### config.mk
export PLATFORM = sky130hd
export DESIGN_NAME = serial_operand_serializer
export DESIGN_NICKNAME = d
export VERILOG_FILES = /design/src/rtl/serial_pkg.sv /design/src/rtl/piso_shift_reg.sv /design/src/rtl/serial_operand_serializer.sv
export SDC_FILE = /design/constraint.sdc
export NUM_CORES = 1
export LEC_CHECK = 0
export ABC_CLOCK_PERIOD_IN_PS = 3800
export CELL_PAD_IN_SITES_DETAIL_PLACEMENT = 0
export CELL_PAD_IN_SITES_GLOBAL_PLACEMENT = 2
export CORE_UTILIZATION = 30
export DETAILED_ROUTE_END_ITERATION = 16
export PLACE_DENSITY = 0.81
export SLEW_MARGIN = 5
export SYNTH_ARGS = -nofsm -noshare
export SYNTH_HDL_FRONTEND = slang
export SYNTH_SLANG_ARGS = --single-unit
### constraint.sdc
create_clock -name clk -period 3.8 [get_ports clk]
set_input_delay 0.76 -clock clk [delete_from_list [all_inputs] [get_ports clk]]
set_output_delay 0.76 -clock clk [all_outputs]
set_load 0.01 [all_outputs]
### src/rtl/serial_pkg.sv
// ============================================================================
// Module      : serial_pkg
// Description : Shared types and defaults for the serial operand serializer.
// Revision    : 1.0  initial release
// ============================================================================
`default_nettype none

package serial_pkg;

    typedef enum logic {IDLE, SHIFT} ser_state_t;

    localparam int SER_W_DEFAULT = 8;

endpackage

`default_nettype wire

### src/rtl/piso_shift_reg.sv
// ============================================================================
// Module      : piso_shift_reg
// Description : Parallel-load, shift-right register exposing bit 0.
// Revision    : 1.0  initial release
// ============================================================================
`default_nettype none

module piso_shift_reg #(
    parameter int W = 8
) (
    input  logic         clk,
    input  logic         rst,
    input  logic         load,
    input  logic         shift,
    input  logic [W-1:0] din,
    output logic         bit_out
);

    logic [W-1:0] r_data;

    // Load wins over shift so a reload in the final bit cycle takes effect.
    always_ff @(posedge clk) begin
        if (!rst) begin
            r_data <= '0;
        end else if (load) begin
            r_data <= din;
        end else if (shift) begin
            r_data <= r_data >> 1;
        end
    end

    assign bit_out = r_data[0];

endmodule

`default_nettype wire

### src/rtl/serial_operand_serializer.sv
// ============================================================================
// Module      : serial_operand_serializer
// Description : Valid/ready operand pair in, LSB-first bit pairs with framing out.
// Revision    : 1.0  initial release
// ============================================================================
`default_nettype none

module serial_operand_serializer
    import serial_pkg::*;
#(
    parameter int W = SER_W_DEFAULT
) (
    input  logic         clk,
    input  logic         rst,
    input  logic         in_valid,
    input  logic [W-1:0] in_a,
    input  logic [W-1:0] in_b,
    output logic         in_ready,
    output logic         a,
    output logic         b,
    output logic         bit_valid,
    output logic         first,
    output logic         last
);

    localparam int            C_CW   = (W > 1) ? $clog2(W) : 1;
    localparam logic [C_CW-1:0] C_LAST = C_CW'(W - 1);

    ser_state_t       r_state;
    ser_state_t       w_next_state;
    logic [C_CW-1:0]  r_cnt;
    logic             w_shifting;
    logic             w_at_last;
    logic             w_xfer;
    logic             w_bit_a;
    logic             w_bit_b;

    assign w_shifting = (r_state == SHIFT);
    assign w_at_last  = w_shifting && (r_cnt == C_LAST);
    assign in_ready   = rst && (!w_shifting || w_at_last);
    assign w_xfer     = in_valid && in_ready;

    always_ff @(posedge clk) begin
        if (!rst) begin
            r_state <= IDLE;
        end else begin
            r_state <= w_next_state;
        end
    end

    always_comb begin
        w_next_state = r_state;
        case (r_state)
            IDLE:    if (w_xfer) w_next_state = SHIFT;
            SHIFT:   if (w_at_last) w_next_state = w_xfer ? SHIFT : IDLE;
            default: w_next_state = IDLE;
        endcase
    end

    // Counter holds at W-1 after the final bit; only a reload returns it to 0.
    always_ff @(posedge clk) begin
        if (!rst) begin
            r_cnt <= '0;
        end else if (w_xfer) begin
            r_cnt <= '0;
        end else if (w_shifting && !w_at_last) begin
            r_cnt <= r_cnt + C_CW'(1);
        end
    end

    piso_shift_reg #(.W(W)) u_sreg_a (
        .clk     (clk),
        .rst     (rst),
        .load    (w_xfer),
        .shift   (w_shifting),
        .din     (in_a),
        .bit_out (w_bit_a)
    );

    piso_shift_reg #(.W(W)) u_sreg_b (
        .clk     (clk),
        .rst     (rst),
        .load    (w_xfer),
        .shift   (w_shifting),
        .din     (in_b),
        .bit_out (w_bit_b)
    );

    always_comb begin
        bit_valid = 1'b0;
        a         = 1'b0;
        b         = 1'b0;
        first     = 1'b0;
        last      = 1'b0;
        if (w_shifting) begin
            bit_valid = 1'b1;
            a         = w_bit_a;
            b         = w_bit_b;
            first     = (r_cnt == '0);
            last      = (r_cnt == C_LAST);
        end
    end

endmodule

`default_nettype wire
==> impl_metrics.yaml, run 1 <==
run_status:
  status: "finished clean"
worst_setup_path:
  critPathCaptureType: "output pin"
  cp.arrival_ns: 2.12
  ff2ff_setup_slack_ns: 1.67
  reg2reg_from: "r_state"
  cp_max_fo: 23
  r2r-end: "u_sreg_a.r_data[5]"
  r2r_cells: 3
  worst-setup-path-type: "in -> out"
  startpoint_type: "primary input"
  worstPathRequired_ns: 3.04
sta:
  tightest_slew_ns: 1.14
  rsz0062_at_grt: "no"
  relSlewSlack_pct: 23.9
  slew_violations: 0
  max_freq_mhz: 347
  fin_crit_sh_pct: 75.9
  whs_ns: 0.483
  finalHoldViolCount: 0
  setup_viol: 0
  skew_ns: 0.000451
  final.setup.tns_ns: 0
  fin_crit_ns: 2.88
clock_tree:
  clockRootBuffer: "clkbuf_4"
  numCtsBuffers: 3
  cts_tree: "done"
  clkSinkCount: 20
  cts_resized: 0
  post_cts_buffers: 0
  htree_num_levels: 1
  ctsHoldBuffers: 0
  cts.path.max_buffers: 2
  path_clk_slew_ns: 0.11
  worstSkewPairLatency_ns: 0.30
worst_hold_path:
  hold_end: "u_sreg_a.r_data[7]"
  holdPathStages: 2
  hp-class: "reg -> reg"
  min_from: "u_sreg_a.r_data[7]"
detailed_routing:
  dr.pass1.iters: 4
  wl_per_cell_um: 11.4
  vias: 831
  viasPerCell: 4.62
  drc: 0
  drt-initial-drc-count: 14
  ant_nets: 0
  drt-total-wl_um: 2050
yosys:
  yosysMostFrequentCell: "dfxtp_1"
  synth.avg_cell_area_um2: 8.62
  syn_area_um2: 1000
  ys_top_cells_by_area: "dfxtp_1, mux2i_1, nand2b_1"
  synth-edff-count: 0
  yosys.area.top_type: "dfxtp_1"
  synthTopCellsByCount: "dfxtp_1, nand2b_1, o21ai_0, a21oi_1, mux2i_1"
  syn_nets: 138
  ys_ff_latch: 20
  ys.flop_type: "dfxtp_1"
  synth_cells: 116
  ys_types: 22
  ys_warn_count: 0
  synth_top_area_share_pct: 40.1
  synthArstFlopShare_pct: 0
  ys_seq_area_share_pct: 40.1
placed_design:
  place_congestion: 0.648
  port_buffers: 24
  detailed_place_hpwl_um: 1370
power_and_ir_drop:
  power_density_nw_per_um2: 325
  p_leak_nw: 0.487
  power.internal_mw: 0.308
  power_frac_comb_pct: 19.3
  switchingPower_mw: 0.109
  seqPwrFrac_pct: 56.6
  ir_drop_uv: 116
  p_clk_share_pct: 24.1
  switching_share_pct: 26.1
global_route:
  gr-total-overflow: 0
  grt_max_degree: 24
  antenna_found_initial: 0
  grt_pass1_wl_um: 3330
  grt_pass1_vias: 749
  grt_usage_pct: 12.7
cells_and_area:
  antennaDiodeCount: 0
  final_nets: 160
  area_growth_pct: 28.7
  drive_above_1_share_pct: 3.68
die:
  dieWidth_um: 59.7
  core_area_um2: 3100
  fp.dieH_um: 59.7
  die_area_um2: 3570
  start_util_pct: 32.2
  rows: 20
  io_pins: 25
flow_run:
  maxCapViolations: 0
[power groups by stage]
stage               sequential, mW  clock (mW)  combinational (mW)
global route                 0.239       0.112              0.0902
floorplan                    0.236           0              0.0525
global placement             0.241           0              0.0806
CTS                          0.237       0.103              0.0818
detailed placement           0.241           0              0.0816
finish                       0.236       0.101              0.0804
[worst max-delay path by stage]
stage               start  endpoint  slack, ns  depth (start not counted)
detailed placement    rst  in_ready       0.91                          4
CTS                   rst  in_ready       0.92                          4
floorplan             rst  in_ready       1.87                          2
global route          rst  in_ready       0.87                          4
global placement      rst  in_ready       0.92                          4
finish                rst  in_ready       0.92                          4
[per-layer routing]
metal	vias to the layer above	GRT usage, %	routed length (µm)
li1	435	-	-
met1	373	16.1	976
met2	18	21.0	956
met3	5	1.95	71
met4	0	5.98	43
met5	-	0	0
[cell usage in the layout (no fill, tap or decap)]
cell             instances
a21boi_1                 2
clkbuf_4                 3
nor3_1                   1
clkdlybuf4s50_1         24
nand3_1                  2
nand3b_1                 1
nor2_1                   3
inv_1                    2
mux2i_1                 14
dfxtp_1                 20
or3_1                    1
o21ai_1                  1
ha_1                     3
nor2b_1                  1
o21a_1                   2
and2_1                   4
buf_4                    2
o21ai_0                 15
nand2b_1                15
a21oi_1                 14
nand2_1                  6
[registers in the layout, summed over array words and instances (netlist names)]
signal	count
u_sreg_b.r_data	8
u_sreg_a.r_data	8
r_state	1
r_cnt	3
[area by class of cell]
type / count / area [µm²]
fill: 323 / 1820
sequential: 20 / 400
inverter: 2 / 7.51
clock buffer: 3 / 22.5
tap: 44 / 55.1
multi-input combinational: 85 / 546
timing repair buffer: 26 / 255
[logic make-up (layout without fill, tap and decap cells)]
| family | after synthesis | after routing | share of synthesized area, % |
|---|---|---|---|
| AO/OA/AOI/OAI | 34 | 34 | 18.0 |
| flip-flops | 20 | 20 | 40.0 |
| adder cells (fa/ha/maj) | 3 | 3 | 3.76 |
| AND/OR/NAND/NOR | 34 | 34 | 18.8 |
| multiplexers | 14 | 14 | 14.0 |
| buffers and inverters | 11 | 31 | 5.38 |
[critical path, stage by stage]
cell,delay (ns)
clkdlybuf4s50_1,0.45
buf_4,0.23
and2_1,0.15
clkdlybuf4s50_1,0.52
[per-stage QoR]
stage          cells  power (mW)  area, µm²  util, %  worst slack [ns]
5_1_grt          180       0.441       1290     41.5             0.868
2_1_floorplan    116       0.289       1000        -              1.87
3_5_place_dp     177       0.323       1260     40.7             0.915
4_1_cts          180       0.421       1290     41.5             0.915
3_3_place_gp     177       0.322       1260     40.7             0.920
6_report         180       0.417       1290     41.5             0.917
No activity file was read; power rests on OpenSTA's default activity.
==> run 2, diff against run 1 <==
--- a/config.mk
+++ b/config.mk
@@ -5,12 +5,12 @@
 export SDC_FILE = /design/constraint.sdc
 export NUM_CORES = 1
 export LEC_CHECK = 0
-export ABC_CLOCK_PERIOD_IN_PS = 3800
+export ABC_CLOCK_PERIOD_IN_PS = 2900
 export CELL_PAD_IN_SITES_DETAIL_PLACEMENT = 0
 export CELL_PAD_IN_SITES_GLOBAL_PLACEMENT = 2
-export CORE_UTILIZATION = 30
+export CORE_UTILIZATION = 28
 export DETAILED_ROUTE_END_ITERATION = 16
-export PLACE_DENSITY = 0.81
+export PLACE_DENSITY = 0.76
 export SLEW_MARGIN = 5
 export SYNTH_ARGS = -nofsm -noshare
 export SYNTH_HDL_FRONTEND = slang
==> constraint.sdc (replaced) <==
create_clock -name clk -period 2.9 [get_ports clk]
set_input_delay 0.58 -clock clk [delete_from_list [all_inputs] [get_ports clk]]
set_output_delay 0.58 -clock clk [all_outputs]
set_load 0.01 [all_outputs]
==> impl_metrics.yaml, run 2 (same netlist as run 1, synthesis figures left out) <==
clock_tree:
  clockRootBuffer: "clkbuf_4"
  htree_num_levels: 1
  worstSkewPairLatency_ns: 0.30
  clkSinkCount: 20
  cts.path.max_buffers: 2
  ctsHoldBuffers: 0
  cts_tree: "done"
  numCtsBuffers: 3
  path_clk_slew_ns: 0.11
  post_cts_buffers: 0
  cts_resized: 0
sta:
  slew_violations: 0
  relSlewSlack_pct: 63.4
  fin_crit_sh_pct: 85.9
  setup_viol: 0
  max_freq_mhz: 401
  fin_crit_ns: 2.49
  tightest_slew_ns: 0.547
  skew_ns: 0.00210
  finalHoldViolCount: 0
  final.setup.tns_ns: 0
  rsz0062_at_grt: "no"
worst_setup_path:
  cpMostUsedCell: "ha_1"
  startpoint_type: "flop"
  critPathCaptureType: "output pin"
  crit_chain: "ha_1 -> ha_1 -> nand2b_1 -> and2_1 -> clkdlybuf4s50_1"
  worstPathRequired_ns: 2.32
  cp_max_fo: 4
  worst-setup-path-type: "reg -> out"
  cp.arrival_ns: 1.91
  crit_slowest_cell: "clkdlybuf4s50_1"
  cp_slowest_stage_delay_ns: 0.47
run_status:
  status: "finished clean"
cells_and_area:
  antennaDiodeCount: 0
  top_regs: "u_sreg_a.r_data (8), u_sreg_b.r_data (8), r_cnt (3)"
  final_nets: 163
  layout_common_cells: "clkdlybuf4s50_1, dfxtp_1, nand2b_1, o21ai_0"
  area_growth_pct: 32.5
  fin_util_pct: 39.1
  final_common_cell: "clkdlybuf4s50_1"
  drive_above_1_share_pct: 6.43
die:
  fp.dieH_um: 61.8
  start_util_pct: 29.5
  core_area_um2: 3390
  io_pins: 25
  rows: 21
  die_area_um2: 3810
  dieWidth_um: 61.8
detailed_routing:
  drt-initial-drc-count: 29
  ant_nets: 0
  dr.pass1.iters: 4
  vias: 853
  wl_per_cell_um: 11.6
  drt-total-wl_um: 2160
  viasPerCell: 4.59
  drc: 0
power_and_ir_drop:
  switching_share_pct: 25.1
  switchingPower_mw: 0.146
  power.internal_mw: 0.435
  power_frac_comb_pct: 19.0
  seqPwrFrac_pct: 53.2
  power_density_nw_per_um2: 439
  p_leak_nw: 0.509
  p_clk_share_pct: 27.8
  ir_drop_uv: 119
global_route:
  antenna_found_initial: 0
  gr-total-overflow: 0
  grt_max_degree: 23
  grt_pass1_wl_um: 3300
  grt_usage_pct: 11.8
  grt_pass1_vias: 726
placed_design:
  place_congestion: 0.667
  detailed_place_hpwl_um: 1520
  port_buffers: 24
worst_hold_path:
  hp-class: "reg -> reg"
flow_run:
  maxCapViolations: 0
[run 2: changes by cell type in the layout (fill, tap and decap cells not counted), sizes merged]
| cell | previous run | this run |
|---|---|---|
| clkbuf | 3 | 4 |
| buf | 2 | 5 |
[run 2: routing by layer]
metal / vias up / track usage [%] / part of all wire (%)
li1: 444 / - / -
met1: 392 / 16.0 / 49
met2: 15 / 18.9 / 48
met3: 2 / 1.86 / 2.6
met4: 0 / 4.76 / 0.97
met5: - / 0 / 0
[run 2: worst max-delay path, delay by kind of cell, from the launching register on]
kind	cells	cell delay, ns
buffers and inverters	1	0.47
adder cells (fa/ha/maj)	2	0.40
AND/OR/NAND/NOR	2	0.40
flip-flops	1	0.35
[run 2: through the flow]
stage          hold WS (ns)  instance area (µm²)  cells  total power [mW]  setup WS, ns
6_report              0.482                 1330    186             0.582         0.409
3_5_place_dp          0.470                 1290    182             0.429         0.615
4_1_cts               0.486                 1330    186             0.589         0.392
5_1_grt               0.523                 1330    186             0.617         0.318
2_1_floorplan         0.444                 1000    116             0.379          1.28
3_3_place_gp          0.466                 1290    182             0.427         0.623
[run 2: final cells by class]
class / count / area (µm²)
clock buffers: 4 / 36.3
flip-flops and latches: 20 / 400
repair buffers: 29 / 278
well taps: 46 / 57.6
inverters: 2 / 7.51
fillers: 358 / 2060
multi-input cells: 85 / 546
[run 2: path summary, 6_finish.rpt]
check / from / endpoint / slack, ns / cells past startpoint
setup / recovery: r_cnt[0] / in_ready / 0.41 / 5
hold / removal: u_sreg_b.r_data[7] / u_sreg_b.r_data[7] / 0.48 / 2
setup reg to reg: r_cnt[0] / u_sreg_a.r_data[7] / 1.20 / 5
hold reg to reg: u_sreg_b.r_data[7] / u_sreg_b.r_data[7] / 0.48 / 2
[run 2: power groups by stage]
stage	Combinational (mW)	Sequential [mW]	Clock, mW
2_1_floorplan	0.0688	0.310	0
3_3_place_gp	0.111	0.316	0
3_5_place_dp	0.112	0.317	0
4_1_cts	0.113	0.310	0.167
5_1_grt	0.122	0.313	0.181
6_report	0.111	0.310	0.161
==> run 3, diff against run 2 <==
--- a/config.mk
+++ b/config.mk
@@ -6,11 +6,10 @@
 export NUM_CORES = 1
 export LEC_CHECK = 0
 export ABC_CLOCK_PERIOD_IN_PS = 2900
-export CELL_PAD_IN_SITES_DETAIL_PLACEMENT = 0
-export CELL_PAD_IN_SITES_GLOBAL_PLACEMENT = 2
-export CORE_UTILIZATION = 28
+export CORE_MARGIN = 5
+export CORE_UTILIZATION = 45
 export DETAILED_ROUTE_END_ITERATION = 16
-export PLACE_DENSITY = 0.76
+export PLACE_DENSITY = 0.72
 export SLEW_MARGIN = 5
 export SYNTH_ARGS = -nofsm -noshare
 export SYNTH_HDL_FRONTEND = slang
==> impl_metrics.yaml, run 3 (same netlist as run 1, synthesis figures left out) <==
cells_and_area:
  layout_common_cells: "clkdlybuf4s50_1, dfxtp_1, nand2b_1, o21ai_0"
  area_growth_pct: 30.3
  top_regs: "u_sreg_a.r_data (8), u_sreg_b.r_data (8), r_cnt (3)"
  final_nets: 163
  drive_above_1_share_pct: 6.43
  antennaDiodeCount: 0
  instances_no_fill: 168
  final_common_cell: "clkdlybuf4s50_1"
  finish.instance_area_um2: 1300
worst_setup_path:
  worst-setup-path-type: "reg -> out"
  crit_slowest_cell: "clkdlybuf4s50_1"
  r2r-end: "r_cnt[0]"
  cp.arrival_ns: 1.89
  cp_max_fo: 4
  cpMostUsedCell: "ha_1"
  ff2ff_setup_slack_ns: 1.06
  cp_slowest_stage_delay_ns: 0.47
  crit_chain: "ha_1 -> ha_1 -> nand2b_1 -> and2_1 -> clkdlybuf4s50_1"
  critPathCaptureType: "output pin"
  r2r_cells: 6
  worstPathRequired_ns: 2.32
  reg2reg_from: "r_cnt[0]"
  startpoint_type: "flop"
die:
  core_area_um2: 2170
  start_util_pct: 46.1
  dieWidth_um: 57.1
  io_pins: 25
  rows: 17
  fp.dieH_um: 57.1
  die_area_um2: 3260
flow_run:
  maxCapViolations: 0
detailed_routing:
  drt-initial-drc-count: 2
  ant_nets: 0
  viasPerCell: 5.17
  dr.pass1.iters: 4
  drt-total-wl_um: 2080
  wl_per_cell_um: 12.4
  drc: 0
  vias: 868
clock_tree:
  clkSinkCount: 20
  cts.path.max_buffers: 2
  cts_resized: 0
  cts_tree: "done"
  worstSkewPairLatency_ns: 0.30
  post_cts_buffers: 0
  htree_num_levels: 1
  path_clk_slew_ns: 0.11
  ctsHoldBuffers: 0
  clockRootBuffer: "clkbuf_4"
  numCtsBuffers: 3
sta:
  fin_crit_sh_pct: 85.3
  relSlewSlack_pct: 58.9
  finalHoldViolCount: 0
  slew_violations: 0
  max_freq_mhz: 404
  skew_ns: 0.00150
  setup_viol: 0
  fin_crit_ns: 2.47
  rsz0062_at_grt: "no"
  final.setup.tns_ns: 0
  tightest_slew_ns: 0.616
  whs_ns: 0.494
worst_hold_path:
  min_from: "u_sreg_a.r_data[7]"
  holdPathStages: 2
  hp-class: "reg -> reg"
  hold_end: "u_sreg_a.r_data[7]"
global_route:
  antenna_found_initial: 0
  grt_pass1_vias: 779
  grt_pass1_wl_um: 3460
  grt_max_degree: 23
  gr-total-overflow: 0
  grt_usage_pct: 13.5
power_and_ir_drop:
  power_density_nw_per_um2: 449
  ir_drop_uv: 327
  p_leak_nw: 0.509
placed_design:
  place_congestion: 0.691
  place_area_um2: 1270
  detailed_place_hpwl_um: 1500
  port_buffers: 24
  dpl.cell_count: 164
run_status:
  status: "finished clean"
## run 3: layout make-up
class                      instances  area (µm²)
clock buffer                       4        36.3
fill                             201         867
inverter                           2        7.51
multi-input combinational         85         546
sequential                        20         400
tap                               28        35.0
timing repair buffer              29         278
## run 3: critical path: cells and delay by family (launching register included)
family	cells	cell delay, ns
AND/OR/NAND/NOR	2	0.38
flip-flops	1	0.34
adder cells (fa/ha/maj)	2	0.39
buffers and inverters	1	0.47
## run 3: routing by layer
metal  global-route usage [%]  part of all wire (%)  up-vias
met5                        0                     0        -
met4                     6.95                   2.1        0
met3                     2.94                   4.8        4
met2                     21.5                    46       19
met1                     17.0                    47      402
li1                         -                     -      443
## run 3: how the worst max path moves through the flow
stage	slack, ns	cells after the start	start	to
global route	0.32	5	r_cnt[0]	in_ready
floorplan	1.28	4	r_cnt[0]	in_ready
CTS	0.40	5	r_cnt[0]	in_ready
global placement	0.60	3	rst	in_ready
detailed placement	0.60	3	rst	in_ready
finish	0.43	5	r_cnt[0]	in_ready
## run 3: per-stage QoR
| step | power, mW | util (%) | setup WS [ns] |
|---|---|---|---|
| 2_1_floorplan | 0.379 | - | 1.28 |
| 3_3_place_gp | 0.424 | 58.4 | 0.595 |
| 3_5_place_dp | 0.427 | 58.4 | 0.600 |
| 4_1_cts | 0.591 | 60.0 | 0.404 |
| 5_1_grt | 0.615 | 60.0 | 0.317 |
| 6_report | 0.585 | 60.0 | 0.426 |
## run 3: power breakdown
part	switching [mW]	internal, mW
clock	0.0885	0.0767
sequential	0.0139	0.295
combinational	0.0474	0.0635
total	0.150	0.435
